--- config.mk ---
export PLATFORM = sky130hd
export DESIGN_NAME = period_meter_flat
export DESIGN_NICKNAME = d
export VERILOG_FILES = /design/src/rtl/period_meter_if.sv /design/src/rtl/period_meter.sv /design/src/flat_wrapper.sv
export SDC_FILE = /design/constraint.sdc
export NUM_CORES = 1
export LEC_CHECK = 0
export CAP_MARGIN = 25
export CORE_MARGIN = 5
export CORE_UTILIZATION = 50
export DETAILED_ROUTE_END_ITERATION = 8
export HOLD_SLACK_MARGIN = 0.03
export PLACE_DENSITY = 0.83
export SLEW_MARGIN = 30
export SYNTH_ARGS = -nofsm -noshare
export SYNTH_HDL_FRONTEND = slang
export SYNTH_SLANG_ARGS = --single-unit
--- constraint.sdc ---
create_clock -name clk -period 3.56 [get_ports clk]
set_input_delay 0.712 -clock clk [delete_from_list [all_inputs] [get_ports clk]]
set_output_delay 0.712 -clock clk [all_outputs]
set_load 0.01 [all_outputs]
--- src/rtl/period_meter_if.sv ---
// Result port of period_meter: measured period/high time with a valid/ready
// handshake, plus the timeout and overrun status flags.
interface period_meter_if #(
  parameter int unsigned CNT_W = 32
);
  logic [CNT_W-1:0] period_out;
  logic [CNT_W-1:0] high_out;
  logic             meas_valid;
  logic             meas_ready;
  logic             timeout;
  logic             overrun;

  modport master (
    output period_out, high_out, meas_valid, timeout, overrun,
    input  meas_ready
  );

  modport slave (
    input  period_out, high_out, meas_valid, timeout, overrun,
    output meas_ready
  );
endinterface

--- src/rtl/period_meter.sv ---
// Counts clk cycles between rising edges of an asynchronous input and reports
// them over a valid/ready port. High-time measurement is built when DUTY_MEAS_EN is defined.
module period_meter #(
  parameter int unsigned CNT_W       = 32,
  parameter int unsigned TIMEOUT     = 50000000,
  parameter int unsigned SYNC_STAGES = 2
) (
  input  logic           clk,
  input  logic           clr_n,
  input  logic           sig_in,
  period_meter_if.master res
);
  localparam int unsigned      MSB       = SYNC_STAGES - 1;
  localparam logic [CNT_W-1:0] TIMEOUT_C = CNT_W'(TIMEOUT);
  localparam logic [CNT_W-1:0] ONE       = CNT_W'(1);

  if (TIMEOUT < 2) begin : g_bad_timeout_min
    $error("period_meter: TIMEOUT must be >= 2");
  end
  if (SYNC_STAGES < 2) begin : g_bad_sync_stages
    $error("period_meter: SYNC_STAGES must be >= 2");
  end
  if (CNT_W < 64 && 64'(TIMEOUT) >= (64'd1 << CNT_W)) begin : g_bad_timeout_width
    $error("period_meter: TIMEOUT must be below 2**CNT_W so counters cannot wrap");
  end

  typedef enum logic {ARM, MEASURE} state_t;

  state_t             state, state_next;
  logic [MSB:0]       sync_ff;
  logic               sig_d;
  logic               rise_p;
  logic [CNT_W-1:0]   cnt;
  logic [CNT_W-1:0]   period_q;
  logic               valid_q;
  logic               overrun_q;
  logic               timeout_q;
  logic               start;
  logic               capture;
  logic               expire;
  logic               load;
  logic               hs;

  // sig_d is the synchronized level delayed to line up with the registered rise pulse
  always_ff @(posedge clk or negedge clr_n) begin
    if (!clr_n) begin
      sync_ff <= '0;
      sig_d   <= 1'b0;
      rise_p  <= 1'b0;
    end else begin
      sync_ff <= {sync_ff[MSB-1:0], sig_in};
      sig_d   <= sync_ff[MSB];
      rise_p  <= sync_ff[MSB] & ~sig_d;
    end
  end

  always_ff @(posedge clk or negedge clr_n) begin
    if (!clr_n) state <= ARM;
    else        state <= state_next;
  end

  always_comb begin
    state_next = state;
    start      = 1'b0;
    capture    = 1'b0;
    expire     = 1'b0;
    case (state)
      ARM: begin
        if (rise_p) begin
          start      = 1'b1;
          state_next = MEASURE;
        end
      end
      MEASURE: begin
        if (rise_p) begin
          capture = 1'b1;
        end else if (cnt == TIMEOUT_C) begin
          expire     = 1'b1;
          state_next = ARM;
        end
      end
      default: state_next = ARM;
    endcase
  end

  assign hs   = valid_q & res.meas_ready;
  assign load = capture & (~valid_q | res.meas_ready);

  always_ff @(posedge clk or negedge clr_n) begin
    if (!clr_n)                 cnt <= '0;
    else if (start | capture)   cnt <= ONE;
    else if (expire)            cnt <= '0;
    else if (state == MEASURE)  cnt <= cnt + ONE;
  end

  always_ff @(posedge clk or negedge clr_n) begin
    if (!clr_n) begin
      period_q  <= '0;
      valid_q   <= 1'b0;
      overrun_q <= 1'b0;
      timeout_q <= 1'b0;
    end else begin
      if (load) period_q <= cnt;

      if (load)    valid_q <= 1'b1;
      else if (hs) valid_q <= 1'b0;

      if (capture & valid_q & ~res.meas_ready) overrun_q <= 1'b1;
      else if (hs)                             overrun_q <= 1'b0;

      if (expire)     timeout_q <= 1'b1;
      else if (start) timeout_q <= 1'b0;
    end
  end

`ifdef DUTY_MEAS_EN
  logic [CNT_W-1:0] hcnt;
  logic [CNT_W-1:0] high_q;

  // A fall pulse always coincides with sig_d low, so gating on sig_d alone freezes hcnt at the fall
  always_ff @(posedge clk or negedge clr_n) begin
    if (!clr_n) begin
      hcnt   <= '0;
      high_q <= '0;
    end else begin
      if (start | capture)                hcnt <= ONE;
      else if (state == MEASURE && sig_d) hcnt <= hcnt + ONE;
      if (load) high_q <= hcnt;
    end
  end

  assign res.high_out = high_q;
`else
  assign res.high_out = '0;
`endif

  assign res.period_out = period_q;
  assign res.meas_valid = valid_q;
  assign res.overrun    = overrun_q;
  assign res.timeout    = timeout_q;
endmodule
--- src/flat_wrapper.sv ---
// flat-port wrapper written by rule: the top's interface ports become plain ports
module period_meter_flat 
#(
  parameter int unsigned CNT_W       = 32,
  parameter int unsigned TIMEOUT     = 50000000,
  parameter int unsigned SYNC_STAGES = 2
)
  (clk, clr_n, sig_in, res_period_out, res_high_out, res_meas_valid, res_timeout, res_overrun, res_meas_ready);
  period_meter_if #(.CNT_W(CNT_W)) res_i ();
  input  logic clk;
  input  logic clr_n;
  input  logic sig_in;
  output wire logic [$bits(res_i.period_out)-1:0] res_period_out;
  output wire logic [$bits(res_i.high_out)-1:0] res_high_out;
  output wire logic [$bits(res_i.meas_valid)-1:0] res_meas_valid;
  output wire logic [$bits(res_i.timeout)-1:0] res_timeout;
  output wire logic [$bits(res_i.overrun)-1:0] res_overrun;
  input wire logic [$bits(res_i.meas_ready)-1:0] res_meas_ready;
  assign res_period_out = res_i.period_out;
  assign res_high_out = res_i.high_out;
  assign res_meas_valid = res_i.meas_valid;
  assign res_timeout = res_i.timeout;
  assign res_overrun = res_i.overrun;
  assign res_i.meas_ready = res_meas_ready;
  period_meter #(.CNT_W(CNT_W), .TIMEOUT(TIMEOUT), .SYNC_STAGES(SYNC_STAGES)) u_core (.clk(clk), .clr_n(clr_n), .sig_in(sig_in), .res(res_i));
endmodule
==> Word level (Yosys, flattened, before mapping) <==
Index checks and enable logic that the tools add are counted.
Widths: inputs -> output; s select.
{ "totals": {"register_bits": 72, "inputBits": 4, "out_inout_bits": 67, "elab_cells": 43} }
{ "op_classes": {"addsub": 1, "n_eq_ne": 1, "n_mux": 17, "bitwise": 11, "reduce_logical": 4} }
{ "op_table": {"columns": ["op", "n"], "rows": [
  ["$mux 32", 3],
  ["$add 32x1->32 const B", 1],
  ["$eq 32x26->1 const B", 1],
  ["$mux 1", 13],
  ["$reduce_bool 2->1", 3],
  ["$and 1x1->1", 5],
  ["$not 1->1", 4],
  ["$reduce_bool 3->1", 1],
  ["$or 1x1->1", 2],
  ["$pmux 1 s2", 1]
]} }

==> Logic depth before layout (Yosys ltp) <==
Gate-level depths: netlist (run 1).
{ "depth": {"ltp_word": 6, "ltp_mapped": 9, "depth_no_buf": 7} }

==> Least setup slack after synthesis (run 1) <==
No wires, ideal clock.
{ "synth_timing": {"path_type": "register -> register", "startpoint": "register u_core.cnt[0]", "endpoint": "register u_core.cnt[26]", "setup_ns": 0.119, "t_arrival_ns": 1.823, "t_required_ns": 3.441, "path_slack_ns": 1.618, "path_stages_with_launch": 8, "path_buffers": 1, "synth_period_minus_slack_ns": 1.942, "path_cell_list": "dfrtp_1 ha_1 o211ai_4 or4_1 buf_2 nor4_4 xnor2_1 nor2_2"} }
{ "synth_between": {"elab_chain_len": 6, "word_cells_on_any_way": 9, "classes_between": "add/sub: 1; eq/ne: 1; mux: 6; reduce/logical: 1"} }
{ "synth_rtl": {"columns": ["element", "line_no", "rtl"], "rows": [
  ["start, declared", "period_meter.sv:33", "logic [CNT_W-1:0] cnt;"],
  ["start signal, assigned", "period_meter.sv:93", "else if (state == MEASURE) cnt <= cnt + ONE;"],
  ["parallel branches: the longest is 6 deep, another holds $add 32x1->32", null, null]
]} }
Parallel ways; which one is timed is not known. The select of a mux whose other input is x is not followed.
A chain may end at the register's enable or synchronous reset.

==> Final worst setup path (run 1) <==
{ "layout_timing": {"startpoint": "register u_core.cnt[12]", "endpoint": "register u_core.cnt[17]"} }
Same word-level chain as after synthesis.

==> flow_results.org, run 1 <==
** Pwr
- The internal power of the cells totals about 1.5 mW.
- Overall power consumption after layout is estimated at approximately 1.9 mW.
- Combinational share of power :: 0.106
- In this run the power spent charging and discharging nets is 0.461 mW.
- The analysis attributes to cell leakage a power of 1.88 nW.
- Sequential share of power :: 0.478
- Power per unit of standard cell area :: 472 nW/um2
- The share of total power dissipated in the clock network is 0.415.
- Of the total power, the share spent switching nets is 0.240.
- Worst vdd ir :: about 380 uV

** STA
- Fin Clk Skew :: 0.00740 ns
- Total negative slack for setup checks :: 0 ns
- Final hold violation count :: 0
- Relative slew margins :: 0.472
- In the finished design, the share of the clock period the worst path needs comes to 0.659.
- Final critical delay including setup and external delays :: 2.34 ns
- At the pin with the least slew margin, the transition time is ~0.79 ns.
- Setup violations remaining at the end of the flow were counted as 0.
- Once routing completed, OpenROAD measured the worst setup slack at 1.22 ns.
- Unrepaired setup endpoints after global routing :: false
- Hold WS :: between 0.3 and 0.4 ns
- The number of max-slew violations in the final report came to 0.
- Static timing analysis puts the maximum clock frequency at about 430 MHz.

** Routing
- Dividing the detail-routed via count by the number of cells gives slightly above 5.
- Initial DRT Pass Iterations :: 4
- Number of violations reported at the end of detailed-routing iteration 0 :: 94
- After detailed routing, the number of remaining DRC violations is 0.
- In this run the remaining antenna-violating nets after routing total 0.
- Detailed routing inserted a total of around 2.2k vias.
- After detailed routing, the average wire length per cell comes to around 14 um.
- For this block, the routed nets add up to ~6300 um of wire.

** Logic synthesis
- Post-synthesis share of cell area spent on and, or, nand and nor gates :: 0.171
- Mux share of post-synthesis cell area :: 0.103
- Dominant synthesized flop cell :: dfrtp_1
- Of the total synthesized cell area, the portion taken by XOR and XNOR cells is 0.0649.
- In the synthesized netlist the async set-or-reset flop fraction comes to 1.00.
- Largest area contributor in the netlist :: dfrtp_1
- The share of synthesized area in the top cell type comes to 0.514.
- Warning count from the yosys run :: 0
- Yosys mapped the design onto 42 distinct sky130hd cell types.
- The cell count after synthesis came out at between 300 and 400.
- Average cell area after synthesis :: roughly 12 um2
- The synthesized design contains slightly above 70 register bits.
- Proportion of synthesized chip area in sequential cells :: 0.514
- The cell area that synthesis handed to floorplanning was between 3000 and 4000 um2.
- Commonest cells post-synth :: dfrtp_1 (72), buf_4 (33), mux2_2 (32)
- Area fraction in compound gates after synthesis :: 0.0357
- Post-synthesis adder-cell area fraction :: 0.00714
- The synthesized design contains 0 enable-type register cells.
- After synthesis, the largest family of logic cells by area is simple AND/OR/NAND/NOR gates.
- Most used standard cell by instance count after synthesis :: dfrtp_1
- In the post-synthesis netlist, the biggest area contributors are dfrtp_1 (51%), mux2_2 (10%), buf_4 (7.1%).

** Placement
- The placed instances occupy a cell area of between 3000 and 4000 um2.
- Placed wire-length estimate :: about 4400 um
- DP Worst Slack :: roughly 1.2 ns
- Routability-driven placement finished with a final weighted congestion of between 0.8 and 0.9.
- Port bufs :: 38

** Floorplanning
- Number of rows created at floorplan :: 30
- For this configuration, the core starts out at a cell density of 0.516.
- Chip Width :: approximately 94 um
- After floorplanning, the core was sized to cover about 6800 um2.
- Die Height :: about 94 um
- Pin placement for this block handled 71 I/O pins.
- The die covers 8790 um2.

** Global routing
- Total Routing Usage GR :: 0.154
- Via count of the first global-routing pass :: around 2.3k
- Summed over all layers, the global routing overflow is 0.
- First-pass GRT wire length :: between 10000 and 15000 um
- The initial antenna violation count came to 0.
- Maximum number of pins on one net before global-route repair :: 36

** Cells and area
- After the last flow step, the layout net total stands at around 350.
- Inserted Diodes :: 0
- Share of layout cells above drive strength 1 :: 0.214
- Relative to the synthesized area, the layout overhead comes to 16.2%.
- Once layout is done, the placed cells without fillers occupy 4070 um2.

** Clock tree
- CTS tree :: built
- In this run the deepest clock path goes through 2 buffers.
- Number of levels in the clock H-tree :: 3
- Post-CTS setup repair buffer count :: 0
- Hold buffer count at cts :: 0
- Clock latency on the worst-skew pair, taken at its later pin, is between 0.3 and 0.4 ns.
- Post-CTS repair changed the size of 0 cells.
- Clock buffer count from CTS :: 9
- CTS Sinks :: 72
- Buffer cell driving the clock tree root :: clkbuf_8
- Clock-pin slew was measured on the worst setup and hold paths at ~0.070 ns.

** Setup path
- Endpoint required time on the critical path :: approximately 3.8 ns
- WP buf/inv :: 0
- STA classifies the critical path endpoint as a flip-flop.
- CP max FO :: 29
- Maximum cell stage delay along the critical path :: roughly 0.58 ns
- Dominant delay contributor by cell family on the critical path :: simple AND/OR/NAND/NOR gates
- By startpoint and endpoint, the worst setup path is classified as reg -> reg.
- The slowest stage of the critical path is the a21o_2 cell.
- For the worst setup path, the data arrival time is about 2.6 ns.
- List of cells traversed by the critical path :: nand4_2, or3_1, nor3_4, a21o_2, nor2_1
- The worst setup path is launched from a flip-flop.

** Min path
- Hold/Removal Path Class :: reg -> reg

** Outcome
- The run finished with clean final reports.

** Job
- # Max-Cap Violations :: 0
## final cells by class
class                      instances  area (um2)
timing repair buffer              41         398
inverter                          10        37.5
clock buffer                      11         151
clock inverter                     5         103
multi-input combinational        207        1460
sequential                        72        1800
tap                               96         120
fill                             565        2720
## layer usage
metal / routed length (um) / global-route usage / part of all wire / up-vias
met3: 410 / 0.0593 / 0.065 / 11
li1: - / - / - / 1049
met5: 0 / 0 / 0 / -
met4: 88 / 0.0578 / 0.014 / 0
met1: 2650 / 0.192 / 0.42 / 1111
met2: 3110 / 0.242 / 0.50 / 64
## through the flow
| step | std cells | utilization |
|---|---|---|
| final | 442 | 0.600 |
| after CTS | 442 | 0.600 |
| after global routing | 442 | 0.600 |
| after floorplan | 333 | - |
| after global placement | 426 | 0.562 |
| after detailed placement | 426 | 0.562 |
## worst register-to-register path, cell delays in order, from the launching register on
cell,delay (ns)
dfrtp_1,0.45
nand4_2,0.17
or3_1,0.56
nor3_4,0.31
a21o_2,0.59
nor2_1,0.14
## worst paths after layout
kind	start	depth (start not counted)	slack [ns]	endpoint
worst min-delay path	u_core.sync_ff[0]$_DFF_PN0_	0	0.35	u_core.sync_ff[1]$_DFF_PN0_
worst min register to register	u_core.sync_ff[0]$_DFF_PN0_	0	0.35	u_core.sync_ff[1]$_DFF_PN0_
worst max register to register	u_core.cnt[12]$_DFFE_PN0P_	5	1.22	u_core.cnt[17]$_DFFE_PN0P_
max in group asynchronous	clr_n	2	2.37	u_core.res.period_out[26]$_DFFE_PN0P_
worst max-delay path	u_core.cnt[12]$_DFFE_PN0P_	5	1.22	u_core.cnt[17]$_DFFE_PN0P_
min in group asynchronous	clr_n	1	0.43	u_core.res.period_out[9]$_DFFE_PN0P_
## power groups by stage
| stage | combinational, mW | sequential [mW] | clock, mW |
|---|---|---|---|
| 5_1_grt | 0.225 | 0.930 | 0.856 |
| 3_3_place_gp | 0.198 | 0.934 | 0 |
| 4_1_cts | 0.208 | 0.920 | 0.815 |
| 3_5_place_dp | 0.207 | 0.935 | 0 |
| 2_1_floorplan | 0.154 | 0.923 | 0 |
| 6_report | 0.204 | 0.920 | 0.799 |
## cell usage in the layout (no fill, tap or decap), types with 2 or more instances in the layout
cell             synthesis  layout
xor2_1                  10      10
and4_1                   2       2
conb_1                   1      32
nand4_1                  9       9
o31ai_1                  2       2
nor3_1                   3       3
a21oi_1                  8       7
clkbuf_8                 0      11
dfrtp_1                 72      72
nand2_1                 11      11
inv_1                   10      10
bufinv_16                0       3
xnor2_1                 16      16
nor4b_1                  4       4
nand3_1                  7       7
nor4_4                   3       3
nor2_2                  10      10
o21ai_0                  5       5
or3_1                    4       4
clkdlybuf4s50_1          0      37
buf_4                   33       3
nor4_1                   3       3
mux2_2                  32      32
or4_1                    2       2
ha_1                     2       2
and3_1                   2       2
nor2_1                  27      27
## cells by family after synthesis
logic type	after synthesis
XOR/XNOR	26
other	1
multiplexers	32
buffers and inverters	54
AND/OR/NAND/NOR	96
flip-flops	72
adder cells (fa/ha/maj)	2
AO/OA/AOI/OAI	19
(Power assumes the default switching activity.)
==> inputs of run 2 (changes only) <==
--- a/config.mk
+++ b/config.mk
@@ -7,10 +7,10 @@
 export LEC_CHECK = 0
 export CAP_MARGIN = 25
 export CORE_MARGIN = 5
-export CORE_UTILIZATION = 50
+export CORE_UTILIZATION = 46
 export DETAILED_ROUTE_END_ITERATION = 8
 export HOLD_SLACK_MARGIN = 0.03
-export PLACE_DENSITY = 0.83
+export PLACE_DENSITY = 0.81
 export SLEW_MARGIN = 30
 export SYNTH_ARGS = -nofsm -noshare
 export SYNTH_HDL_FRONTEND = slang
==> constraint.sdc (replaced) <==
create_clock -name clk -period 2.1 [get_ports clk]
set_input_delay 0.42 -clock clk [delete_from_list [all_inputs] [get_ports clk]]
set_output_delay 0.42 -clock clk [all_outputs]
set_load 0.01 [all_outputs]
==> run 2 against run 1 <==
Net effect:
- largest power group unchanged
- clock power increased by 11%
- worst hold slack got worse by 0.26 ns
- combinational power grew 110%
- final cell count is 3.4% higher
- sequential power rose by 66%
- flip-flop and latch count did not move
- critical path type unchanged
==> flow_results.org, run 2 (synthesized netlist as in run 1, its figures left out) <==
** Cells and area
- Leaving out fill and tap cells, the most frequent cell in the layout is dfrtp_1.
- Non-filler instance count after layout :: ~460
- Final design instance area without fill :: between 4000 and 5000 um2
- In the final layout, the share of cells above drive strength 1 is 0.243.
- Area growth from synthesis to layout :: 17.5%
- Inserted Diodes :: 0
- The top cell types in the final layout, fill and taps aside, are dfrtp_1 (72), clkdlybuf4s50_1 (37), mux2_2 (32), conb_1 (32), nor2_1 (27).
- At the end of the flow, the number of nets in the layout was 363.

** STA
- The number of max-slew violations in the final report is 0.
- The final hold violation count was 0.
- Subtracting the final worst setup slack from the clock period gives 1.97 ns.
- Crit path setup slack, layout :: approximately 0.13 ns
- In the finished design, the share of the clock period the worst path needs comes to 0.937.
- Total negative slack for setup checks :: 0 ns
- Clock skew on the completed layout was measured at a little under 0.007 ns.
- Unrepaired setup endpoints after global routing :: false
- Setup violations remaining at the end of the flow were counted as 0.
- Derived from the worst setup path, the maximum achievable clock frequency is approximately 500 MHz.

** Clock tree
- Clock buffer count from CTS :: 9
- CTS built an H-tree with a depth of 3.
- CTS tree :: built
- No sink is reached through more buffers than the 2 on the longest clock path.
- In this run the clock root is driven by a clkbuf_8.
- Insertion delay of the later-clocked pin in the worst-skew pair :: 0.34 ns
- Clock edge transition at the registers on the reported setup and hold paths :: 0.07 ns
- Hold buffer count at cts :: 0
- The clock net in this run drives a total of 72 sinks.

** Setup path
- CP max FO :: 13
- Walking the worst path, the cells encountered are nand4_2, or3_1, nor3_4, a21o_2, buf_4, nor2_1.
- Element type at the critical path start :: flip-flop
- On the worst path, the slowest cell contributes a delay of 0.56 ns.
- Together, buffers and inverters on the worst path number 1.
- The slowest stage of the critical path belongs to the cell or3_1.
- Signal arrival time at the worst endpoint :: about 2.2 ns
- Endpoint required time on the critical path :: around 2.3 ns
- Critical setup path kind :: reg -> reg
- Capturing element type of the critical path :: flip-flop
- Among cell families on the critical path, the largest total delay comes from simple AND/OR/NAND/NOR gates.

** Floorplanning
- Ports :: 71
- After floorplanning, the core was sized to cover between 7000 and 8000 um2.
- The initial utilization of the core area, before any placement, comes to 0.478.
- The die is 97.3 um tall.
- Number of rows created at floorplan :: 31
- Chip Width :: 97.3 um
- Overall die area :: roughly 9500 um2

** Placement
- Port bufs :: 38
- Placed wire-length estimate :: around 4600 um
- Timing analysis after detailed placement gives a worst setup slack of 0.0832 ns.
- Count of placed standard cells including taps :: approximately 450
- Summing all placed instances gives a cell area of a little under 4000 um2.
- Final estimated routing congestion in global placement :: 0.833

** Routing
- Total routed wirelength :: roughly 6400 um
- Summing over every cut layer, the via total after detailed routing is between 2k and 2.5k.
- In the routed layout, each cell is associated on average with a via count of roughly 5.0.
- The first detailed-routing pass took 4 iterations.
- After detailed routing, the number of remaining DRC violations is 0.
- The count of nets left with antenna violations once routing finished came out at 0.
- Number of violations reported at the end of detailed-routing iteration 0 :: around 110
- Detailed-route wire length per cell :: 14.0 um

** Global routing
- Across every metal layer, demand over resource in global routing totals 0.143.
- Global routing finished with a remaining overflow of 0.
- Initial antenna violation count :: 0
- Entering global routing, the biggest net connects 73 pins.
- Via count of the first global-routing pass :: 2245
- The first global-routing pass estimated 10900 um of wire.

** Pwr
- Leakage :: about 1.9 nW
- Total power of the final layout :: around 2.8 mW
- Worst vdd ir :: between 300 and 400 uV
- For this design the ratio of total power to cell area is 690 nW/um2.

** Job
- # Max-Cap Violations :: 0

** Outcome
- Run status :: finished, final reports clean

** Min path
- The worst hold path belongs to the class in -> async.
run 2: cell count changes in the layout (fill, tap and decap cells not counted):
| cell | previous run | this run |
|---|---|---|
| bufinv_16 | 3 | 0 |
| or4_1 | 2 | 1 |
| buf_4 | 3 | 17 |
| clkbuf_8 | 11 | 10 |
| clkinv_2 | 1 | 2 |
| or4_4 | 0 | 1 |
| clkinvlp_4 | 1 | 0 |
| buf_12 | 0 | 2 |
run 2: worst reg2reg max path, delay by kind of cell, from the launching register on:
kind                   cells  cell delay, ns
AND/OR/NAND/NOR            4            1.03
flip-flops                 1            0.43
buffers and inverters      1            0.20
AO/OA/AOI/OAI              1            0.19
run 2: metrics by stage:
step | util | hold WS (ns)
6_report | 0.562 | 0.0908
5_1_grt | 0.562 | 0.108
2_1_floorplan | - | 0.124
3_3_place_gp | 0.541 | 0.336
3_5_place_dp | 0.541 | 0.336
4_1_cts | 0.562 | 0.0989
run 2: power breakdown:
| group | switching [mW] | leakage [nW] | internal, mW | total (mW) |
|---|---|---|---|---|
| clock | 0.455 | 0.0797 | 0.430 | 0.885 |
| combinational | 0.220 | 0.863 | 0.203 | 0.423 |
| sequential | 0.0678 | 0.978 | 1.46 | 1.53 |
run 2: routing by layer:
layer	up-vias	GRT usage	share of wire
li1	1082	-	-
met1	1127	0.185	0.46
met2	73	0.221	0.47
met3	9	0.0546	0.065
met4	0	0.0501	0.012
met5	-	0	0
run 2: worst paths after layout:
path,depth (start not counted),slack (ns),startpoint,to
min in group clk,0,0.34,u_core.sync_ff[0]$_DFF_PN0_,u_core.sync_ff[1]$_DFF_PN0_
setup reg to reg,6,0.13,u_core.cnt[13]$_DFFE_PN0P_,u_core.cnt[11]$_DFFE_PN0P_
hold / removal,2,0.09,clr_n,u_core.sync_ff[1]$_DFF_PN0_
setup / recovery,6,0.13,u_core.cnt[13]$_DFFE_PN0P_,u_core.cnt[11]$_DFFE_PN0P_
max in group asynchronous,2,1.70,clr_n,u_core.res.period_out[11]$_DFFE_PN0P_
hold reg to reg,0,0.34,u_core.sync_ff[0]$_DFF_PN0_,u_core.sync_ff[1]$_DFF_PN0_
run 2: cell type report:
| class | instances | area (um2) |
|---|---|---|
| sequential | 72 | 1800 |
| fill | 619 | 3210 |
| inverter | 10 | 37.5 |
| clock inverter | 2 | 10.0 |
| multi-input combinational | 207 | 1470 |
| timing repair buffer | 57 | 543 |
| clock buffer | 10 | 138 |
| tap | 99 | 124 |
run 2: repair_timing:
item / in CTS / in global routing
gates resized for setup: 0 / 1
setup buffers: 0 / 0
endpoints found under the setup margin: 0 / 4
